==> config.mk <==
export PLATFORM = sky130hd
export DESIGN_NAME = train_xing_ctrl_n
export DESIGN_NICKNAME = d
export VERILOG_FILES = /design/src/rtl/train_xing_ctrl_n_pkg.sv /design/src/rtl/train_xing_ctrl_n_rr_arbiter.sv /design/src/rtl/train_xing_ctrl_n.sv
export SDC_FILE = /design/constraint.sdc
export NUM_CORES = 1
export LEC_CHECK = 0
export BUFFER_PORTS_ARGS = -buffer_cell sky130_fd_sc_hd__clkbuf_2
export CORE_ASPECT_RATIO = 0.6
export CORE_MARGIN = 8
export CORE_UTILIZATION = 54
export CTS_CLUSTER_SIZE = 10
export DETAILED_ROUTE_END_ITERATION = 10
export GPL_TIMING_DRIVEN = 1
export PLACE_DENSITY = 0.75
export SLEW_MARGIN = 5
export SYNTH_ARGS = -nofsm -noshare
export SYNTH_HDL_FRONTEND = slang
export SYNTH_SLANG_ARGS = --single-unit
==> constraint.sdc <==
create_clock -name clk -period 2.47 [get_ports clk]
set_input_delay 0.1235 -clock clk [delete_from_list [all_inputs] [get_ports clk]]
set_output_delay 0.1235 -clock clk [all_outputs]
set_load 0.005 [all_outputs]
==> src/rtl/train_xing_ctrl_n_pkg.sv <==
`default_nettype none
// ============================================================================
//  Module      : train_xing_ctrl_n_pkg
//  Description : Shared state encodings for the N-track level-crossing controller.
//  Revision    : 1.0  initial release
// ============================================================================
package train_xing_ctrl_n_pkg;

    // The encoding doubles as the external status code.
    typedef enum logic [1:0] {
        ST_IDLE   = 2'b00,
        ST_BAR_DN = 2'b01,
        ST_GRANT  = 2'b10,
        ST_CLEAR  = 2'b11
    } xing_state_t;

endpackage
`default_nettype wire

==> src/rtl/train_xing_ctrl_n_rr_arbiter.sv <==
`default_nettype none
// ============================================================================
//  Module      : rr_arbiter_n
//  Description : Combinational round-robin pick: first set request after ptr.
//  Revision    : 1.0  initial release
// ============================================================================
module rr_arbiter_n #(
    parameter int N     = 4,
    parameter int IDX_W = $clog2(N)
) (
    input  logic [N-1:0]     req,
    input  logic [IDX_W-1:0] ptr,
    output logic [IDX_W-1:0] gnt_idx,
    output logic             any
);

    logic [IDX_W:0] w_sum;

    // Scan from farthest to nearest so the nearest set request wins.
    always_comb begin
        gnt_idx = '0;
        w_sum   = '0;
        for (int i = N; i >= 1; i--) begin
            w_sum = {1'b0, ptr} + (IDX_W+1)'(i);
            if (w_sum >= (IDX_W+1)'(N)) begin
                w_sum = w_sum - (IDX_W+1)'(N);
            end
            if (req[w_sum[IDX_W-1:0]]) begin
                gnt_idx = w_sum[IDX_W-1:0];
            end
        end
    end

    assign any = |req;

endmodule
`default_nettype wire

==> src/rtl/train_xing_ctrl_n.sv <==
`default_nettype none
// ============================================================================
//  Module      : train_xing_ctrl_n
//  Description : N-track level-crossing controller with round-robin track
//                arbitration, barrier lead time, min-grant, clearance, alarm.
//  Revision    : 1.0  initial release
// ============================================================================
module train_xing_ctrl_n
    import train_xing_ctrl_n_pkg::*;
#(
    parameter int N_TRACKS  = 4,
    parameter int CNT_W     = 16,
    parameter int BAR_CYC   = 8,
    parameter int MIN_GRANT = 16,
    parameter int CLR_CYC   = 4,
    parameter int MAX_GRANT = 1000
) (
    input  logic                        clk,
    input  logic                        reset,
    input  logic [N_TRACKS-1:0]         V,
    output logic                        B,
    output logic [N_TRACKS-1:0]         T,
    output logic [$clog2(N_TRACKS)-1:0] grant_id,
    output logic [1:0]                  status,
    output logic                        alarm
);

    localparam int c_IDX_W = $clog2(N_TRACKS);

    xing_state_t          r_state, w_state_nxt;
    logic [CNT_W-1:0]     r_cnt,   w_cnt_nxt;
    logic [CNT_W-1:0]     r_age,   w_age_nxt;
    logic [c_IDX_W-1:0]   r_winner, w_winner_nxt;
    logic [c_IDX_W-1:0]   r_ptr,   w_ptr_nxt;
    logic                 r_alarm, w_alarm_nxt;
    logic [c_IDX_W-1:0]   w_pick_idx;
    logic                 w_any;

    rr_arbiter_n #(
        .N     (N_TRACKS),
        .IDX_W (c_IDX_W)
    ) u_rr_arbiter (
        .req     (V),
        .ptr     (r_ptr),
        .gnt_idx (w_pick_idx),
        .any     (w_any)
    );

    always_ff @(posedge clk or posedge reset) begin
        if (reset) begin
            r_state  <= ST_IDLE;
            r_cnt    <= '0;
            r_age    <= '0;
            r_winner <= '0;
            r_ptr    <= c_IDX_W'(N_TRACKS-1);
            r_alarm  <= 1'b0;
        end else begin
            r_state  <= w_state_nxt;
            r_cnt    <= w_cnt_nxt;
            r_age    <= w_age_nxt;
            r_winner <= w_winner_nxt;
            r_ptr    <= w_ptr_nxt;
            r_alarm  <= w_alarm_nxt;
        end
    end

    always_comb begin
        w_state_nxt  = r_state;
        w_cnt_nxt    = r_cnt;
        w_age_nxt    = r_age;
        w_winner_nxt = r_winner;
        w_ptr_nxt    = r_ptr;
        w_alarm_nxt  = r_alarm;
        case (r_state)
            ST_IDLE: begin
                if (w_any) begin
                    w_winner_nxt = w_pick_idx;
                    w_cnt_nxt    = CNT_W'(BAR_CYC-1);
                    w_state_nxt  = ST_BAR_DN;
                end
            end
            ST_BAR_DN: begin
                if (r_cnt == '0) begin
                    w_state_nxt = ST_GRANT;
                    w_cnt_nxt   = CNT_W'(MIN_GRANT-1);
                    w_age_nxt   = '0;
                end else begin
                    w_cnt_nxt = r_cnt - CNT_W'(1);
                end
            end
            ST_GRANT: begin
                w_cnt_nxt = (r_cnt == '0) ? r_cnt : r_cnt - CNT_W'(1);
                w_age_nxt = (r_age == '1) ? r_age : r_age + CNT_W'(1);
                if (r_age == CNT_W'(MAX_GRANT-1) && V[r_winner]) begin
                    w_alarm_nxt = 1'b1;
                end
                if (r_cnt == '0 && !V[r_winner]) begin
                    w_state_nxt = ST_CLEAR;
                    w_cnt_nxt   = CNT_W'(CLR_CYC-1);
                    w_ptr_nxt   = r_winner;
                end
            end
            ST_CLEAR: begin
                if (r_cnt == '0) begin
                    // Pending traffic skips IDLE so the barrier never lifts between trains.
                    if (w_any) begin
                        w_winner_nxt = w_pick_idx;
                        w_state_nxt  = ST_GRANT;
                        w_cnt_nxt    = CNT_W'(MIN_GRANT-1);
                        w_age_nxt    = '0;
                    end else begin
                        w_state_nxt = ST_IDLE;
                    end
                end else begin
                    w_cnt_nxt = r_cnt - CNT_W'(1);
                end
            end
            default: begin
                w_state_nxt = ST_IDLE;
            end
        endcase
    end

    assign B        = (r_state != ST_IDLE);
    assign T        = (r_state == ST_GRANT) ? (N_TRACKS'(1) << r_winner) : '0;
    assign grant_id = r_winner;
    assign status   = r_state;
    assign alarm    = r_alarm;

endmodule
`default_nettype wire

Word level (Yosys, flattened, before mapping)
Index checks and enable logic that the tools add are counted.
{"block": "op_classes", "addsub": 10, "order_cmp": 9, "eq_ne": 13, "n_shift": 1, "mux": 40, "reduce_logical": 15}
{"cell": "2-to-1 mux 16 bit", "n": 10}
{"cell": "one-hot mux 16 bit (4 select lines)", "n": 1}
{"cell": "one-hot mux 16 bit (3 select lines)", "n": 1}
{"cell": "2-to-1 mux 2 bit", "n": 15}
{"cell": "adder 16 x 1 -> 16 bit, second input constant", "n": 1}
{"cell": "equality test 16 x 10 -> 1 bit, second input constant", "n": 1}
{"cell": "equality test 16 bit, second input constant", "n": 1}
{"cell": "zero test 16 bit", "n": 1}
{"cell": "subtractor 16 x 1 -> 16 bit, second input constant", "n": 1}
{"cell": "< comparator 2 x 3 -> 1 bit, second input constant", "n": 5}
{"cell": ">= comparator 3 bit, second input constant", "n": 4}
{"cell": "binary-select mux 1 bit (select 2 bit)", "n": 5}
{"cell": "!= test 2 bit, second input constant", "n": 4}
{"cell": "one-hot mux 2 bit (4 select lines)", "n": 1}
{"cell": "subtractor 2 x 1 -> 2 bit, second input constant", "n": 4}
{"cell": "adder 2 x 2 -> 3 bit, second input constant", "n": 2}
{"cell": "AND reduction 2 bit", "n": 3}
{"cell": "2-to-1 mux 1 bit", "n": 5}
{"cell": "AND reduction 5 bit", "n": 1}
{"cell": "equality test 2 bit, second input constant", "n": 2}
{"cell": "2-to-1 mux 4 bit", "n": 1}
{"cell": "!= test 2 x 1 -> 1 bit, second input constant", "n": 2}
{"cell": "one-hot mux 2 bit (2 select lines)", "n": 1}
{"cell": "AND reduction 4 bit", "n": 1}
{"cell": "13 further kinds", "n": 15}
{"block": "totals", "regBits": 39, "input_bits": 6, "output_inout_bits": 10, "wordCells": 94}

Logic depth before layout (Yosys ltp)
{"block": "logic_depth", "word_depth": 12, "ltp_mapped": 9, "ltp_nobuf": 7}

Hierarchy
Synthesis repeated with hierarchy kept, for this count alone.
{"block": "unflattened", "cells_unflattened": 270, "hier_area_um2": 2332.2}
{"module": "train_xing_ctrl_n", "instances": 1, "cells_each": 256, "area_each_um2": 2240.9, "seq_area_each_um2": 978.4}
{"module": "rr_arbiter_n", "instances": 1, "cells_each": 14, "area_each_um2": 91.3, "seq_area_each_um2": 0.0}

Least setup slack after synthesis
OpenSTA, ideal clock, no wires.
{"block": "synth_path", "path_kind": "reg-to-reg", "from": "register r_cnt[3]", "to": "register r_cnt[15]", "setup_time_ps": 77, "arrival_ps": 2358, "required_ps": 2393, "path_slack_ps": 34, "stages_incl_launch_ff": 7, "n_path_buf": 1, "period_less_slack_ps": 2436, "path_cell_list": "dfrtp_1 -> or4_1 -> buf_2 -> or3_1 -> or4_1 -> or4_1 -> a21oi_1"}
{"block": "synth_via", "elab_chain_cells": 4, "word_cells_on_any_way": 11, "cone_classes": "1 x add/sub; 2 x eq/ne; 5 x mux; 3 x reduce/logical"}
{"item": "from (decl)", "line": "train_xing_ctrl_n.sv:31", "source": "logic [CNT_W-1:0] r_cnt, w_cnt_nxt;"}
{"item": "from (signal assigned)", "line": "train_xing_ctrl_n.sv:59", "source": "r_cnt <= w_cnt_nxt;"}
{"item": "subtractor 16 x 1 -> 16 bit or zero test 16 bit (tied branches)"}
{"item": "2-to-1 mux 16 bit or logical AND 1 bit (tied branches)", "line": "train_xing_ctrl_n.sv:92, train_xing_ctrl_n.sv:97"}
{"item": "2-to-1 mux 16 bit or != test 3 bit (tied branches)"}
{"item": "one-hot mux 16 bit (4 select lines) or AND reduction 3 bit (tied branches)"}
Several ways; a longest one is shown, not always the timed one. The select of a mux whose other input is x is not followed.
A chain may end at the register's enable or synchronous reset.

Worst setup path after layout
Ends and elaborated chain as after synthesis.

==> results.md <==
- Top cells by area in the synthesized netlist: sky130_fd_sc_hd__dfrtp_1 (41%), sky130_fd_sc_hd__or4_1 (5.0%), sky130_fd_sc_hd__nor2_1 (4.0%)
- Flop and latch count out of synthesis: 39
- Time the worst path needs with I/O delays and setup: 2.38 ns
- Core footprint: 4080 µm²
- Share of the synthesized area in the top cell type: 40.9%
- Pins Over Slew Limit: 0
- FF-to-FF setup slack: 0.09 ns
- GRT overflow: 0
- Synth unique cells: 43
- Clock tree root buffer cell: sky130_fd_sc_hd__clkbuf_8
- Max Cap Viol: 0
- Leakage power of the design: 0.00103 µW
- Aggregate global-route resource usage: 16.5%
- Sum of negative setup slack: 0 ns
- Total CTS buffers: 5
- Power per unit of standard cell area: 950 nW/µm²
- Worst-case clock skew: 0.00686 ns
- Leading area contributor after synthesis: sky130_fd_sc_hd__dfrtp_1
- Cell area after technology mapping: 2270 µm²
- Number of cells on the worst reg-to-reg path: 5
- Most frequent cells in the layout: sky130_fd_sc_hd__dfrtp_1 (37), sky130_fd_sc_hd__nor2_1 (24), sky130_fd_sc_hd__a21oi_1 (17), sky130_fd_sc_hd__buf_4 (17)
- 1st-iter DRT viols: 189
- Proportion of synthesized chip area in sequential cells: 43.2%
- Antenna Diode Count: 0
- Average wire per cell in the routed design: 15.1 µm
- Launch instance of the worst register-to-register path: r_cnt[3]
- Fin crit share: 96.4%
- Number of port buffers: 15
- Total via count after detailed routing: 2005
- Total of warnings raised by yosys: 0
- Req. time, crit path: 2.68 ns
- Largest net degree at the start of global routing: 40
- Die Outline Area: 6590 µm²
- Fraction of layout instances using a drive strength above 1: 17.4%
- Initial antenna violation count: 0
- Worst hold-check slack: 0.245 ns
- Post-detailed-route DRC marker count: 0
- Synth Flop Type: sky130_fd_sc_hd__dfrtp_1
- Final hold violation count: 0
- Number of flops mapped to enable cells by yosys: 0
- H-tree lvl count: 2
- Run status: finished, final reports clean
- Clock slew at reported path FFs: 0.08 ns
- Maximum root-to-sink buffer count: 2
- Path type of the worst setup path: reg -> reg
- Num rows: 18
- HPWL after DPL: 3.78 mm
- Worst hold path class: in -> reg
- Floorplan die width: 99.6 µm
- Maximum operating frequency: 420 MHz
- Wire length of the first global-routing pass: 8.66 mm
- Later-pin clock latency in the skew report: 0.29 ns
- End point of the critical path: r_cnt[15]
- Endpoint class of the critical path: register
- Synth Instances: 253
- RD Place Congestion: 0.886
- Peak supply drop: 0.000422 V
- Worst R2R End: r_cnt[15]
- Top-Level Pins: 16
- Pre-antenna DRT Iters: 4
- Area growth, synth to finish: 14.6%
- Worst rel slew slack: 64.7%
- Share of the core filled with cells in the final layout: 63.7%
- Final setup violation count: 0
- Transition time at the pin with the least slew margin: 0.525 ns
- Number of nets with antenna violations after detailed routing: 0
- Die Height: 66.2 µm
- Worst EP arrival: 2.59 ns
- Num Clock Sinks: 39
- Mean number of vias per cell: 5.86
- Element type at the critical path start: register
- Most common cell after layout, fill and taps aside: sky130_fd_sc_hd__dfrtp_1
- Number of post-CTS setup repair buffers: 0
- Count of fill cells added during filler insertion: 343
- Vias in the first global route: 1691
- Mapped Nets: 261
- Post-layout net count: 289
- Unrepaired setup endpoints after global routing: no
- Worst-path maximum fanout: 5
- Starting Density: 55.6%
- Share of async-settable or async-resettable flops after synthesis: 100%
- Crit. Startpoint: r_cnt[3]
- Post-synthesis average cell area: 8.96 µm²
- Total Wirelength: 5.18 mm
- CTS tree: yes
## power breakdown
| group | switching (µW) | internal [µW] |
|---|---|---|
| Clock | 215 | 201 |
| Combinational | 454 | 435 |
| Sequential | 274 | 890 |
## per-stage QoR
stage	power (µW)	area (µm²)	setup slack (ns)	cells
2_1_floorplan	1710	2270	0.0342	253
3_3_place_gp	1990	2490	0.0779	333
3_5_place_dp	2030	2490	0.0534	333
4_1_cts	2440	2580	0.0439	342
5_1_grt	2670	2600	0.0203	342
6_report	2470	2600	0.0889	342
## how the worst min path moves through the flow
stage	startpoint	end	slack (ns)	depth (start not counted)
2_1_floorplan	V[3]	grant_id[1]	0.32	2
3_3_place_gp	reset	r_age[9]	0.26	3
3_5_place_dp	reset	r_age[9]	0.26	3
4_1_cts	V[0]	grant_id[0]	0.23	4
5_1_grt	V[0]	grant_id[0]	0.28	4
6_report	V[0]	grant_id[0]	0.24	4
## metal layers
layer	vias up	GRT usage (%)	share of wire [%]	wire length (µm)
met5	-	0	0	0
met4	0	3.37	0.37	19
met3	4	6.72	10	539
met2	73	19.6	37	1900
met1	922	25.8	52	2720
li1	1006	-	-	-
## synthesized netlist by cell type, types with 4 or more instances
cell / number
sky130_fd_sc_hd__and4_1: 5
sky130_fd_sc_hd__and2_1: 5
sky130_fd_sc_hd__nor3_1: 6
sky130_fd_sc_hd__and3_1: 5
sky130_fd_sc_hd__nor2_1: 24
sky130_fd_sc_hd__inv_1: 7
sky130_fd_sc_hd__or4_1: 15
sky130_fd_sc_hd__nand3_1: 11
sky130_fd_sc_hd__clkbuf_1: 7
sky130_fd_sc_hd__nand2_1: 16
sky130_fd_sc_hd__o31ai_1: 6
sky130_fd_sc_hd__xnor2_1: 8
sky130_fd_sc_hd__a21oi_1: 17
sky130_fd_sc_hd__nor4_1: 7
sky130_fd_sc_hd__or3_1: 11
sky130_fd_sc_hd__o211ai_1: 4
sky130_fd_sc_hd__buf_2: 4
sky130_fd_sc_hd__dfrtp_1: 37
sky130_fd_sc_hd__nand2b_1: 5
sky130_fd_sc_hd__o21ai_0: 16
## area by class of cell
cell class | instances | area (µm²) | share of cell area [%]
sequential | 39 | 978 | 37.7
multi-input combinational | 195 | 1220 | 47.2
inverter | 7 | 26.3 | 1.01
tap | 60 | 75.1 | 2.89
clock buffer | 8 | 80.1 | 3.08
timing repair buffer | 33 | 213 | 8.19
## state kept, by name, summed over array words and instances, names as in the netlist
register  count
r_age        16
r_cnt        16
grant_id      2
r_ptr         2
status        2
alarm         1
## worst max-delay path, stage by stage (launching register included)
cell                      delay, ns
sky130_fd_sc_hd__dfrtp_1       0.39
sky130_fd_sc_hd__or4_4         0.57
sky130_fd_sc_hd__or3_1         0.38
sky130_fd_sc_hd__or4_1         0.43
sky130_fd_sc_hd__or4_1         0.41
sky130_fd_sc_hd__a21oi_1       0.14
## timing repair
action	CTS	global route
setup endpoints to repair	0	22
hold buffers	1	0
gates resized for setup	0	3
hold endpoints to repair	37	0
## logic make-up (layout without fill, tap and decap cells)
kind of cell               count (synthesis)  count (layout)  share of synthesized area [%]
adders and majority gates                  2               2                           1.10
AOI/OAI and AO/OA                         56              56                           14.9
buffers and inverters                     19              48                           3.37
and+or+nand+nor                          122             122                           30.6
muxes                                      6               6                           3.37
DFF                                       39              39                           43.2
xor gates and xnor gates                   9               9                           3.48
(Power assumes the default switching activity.)
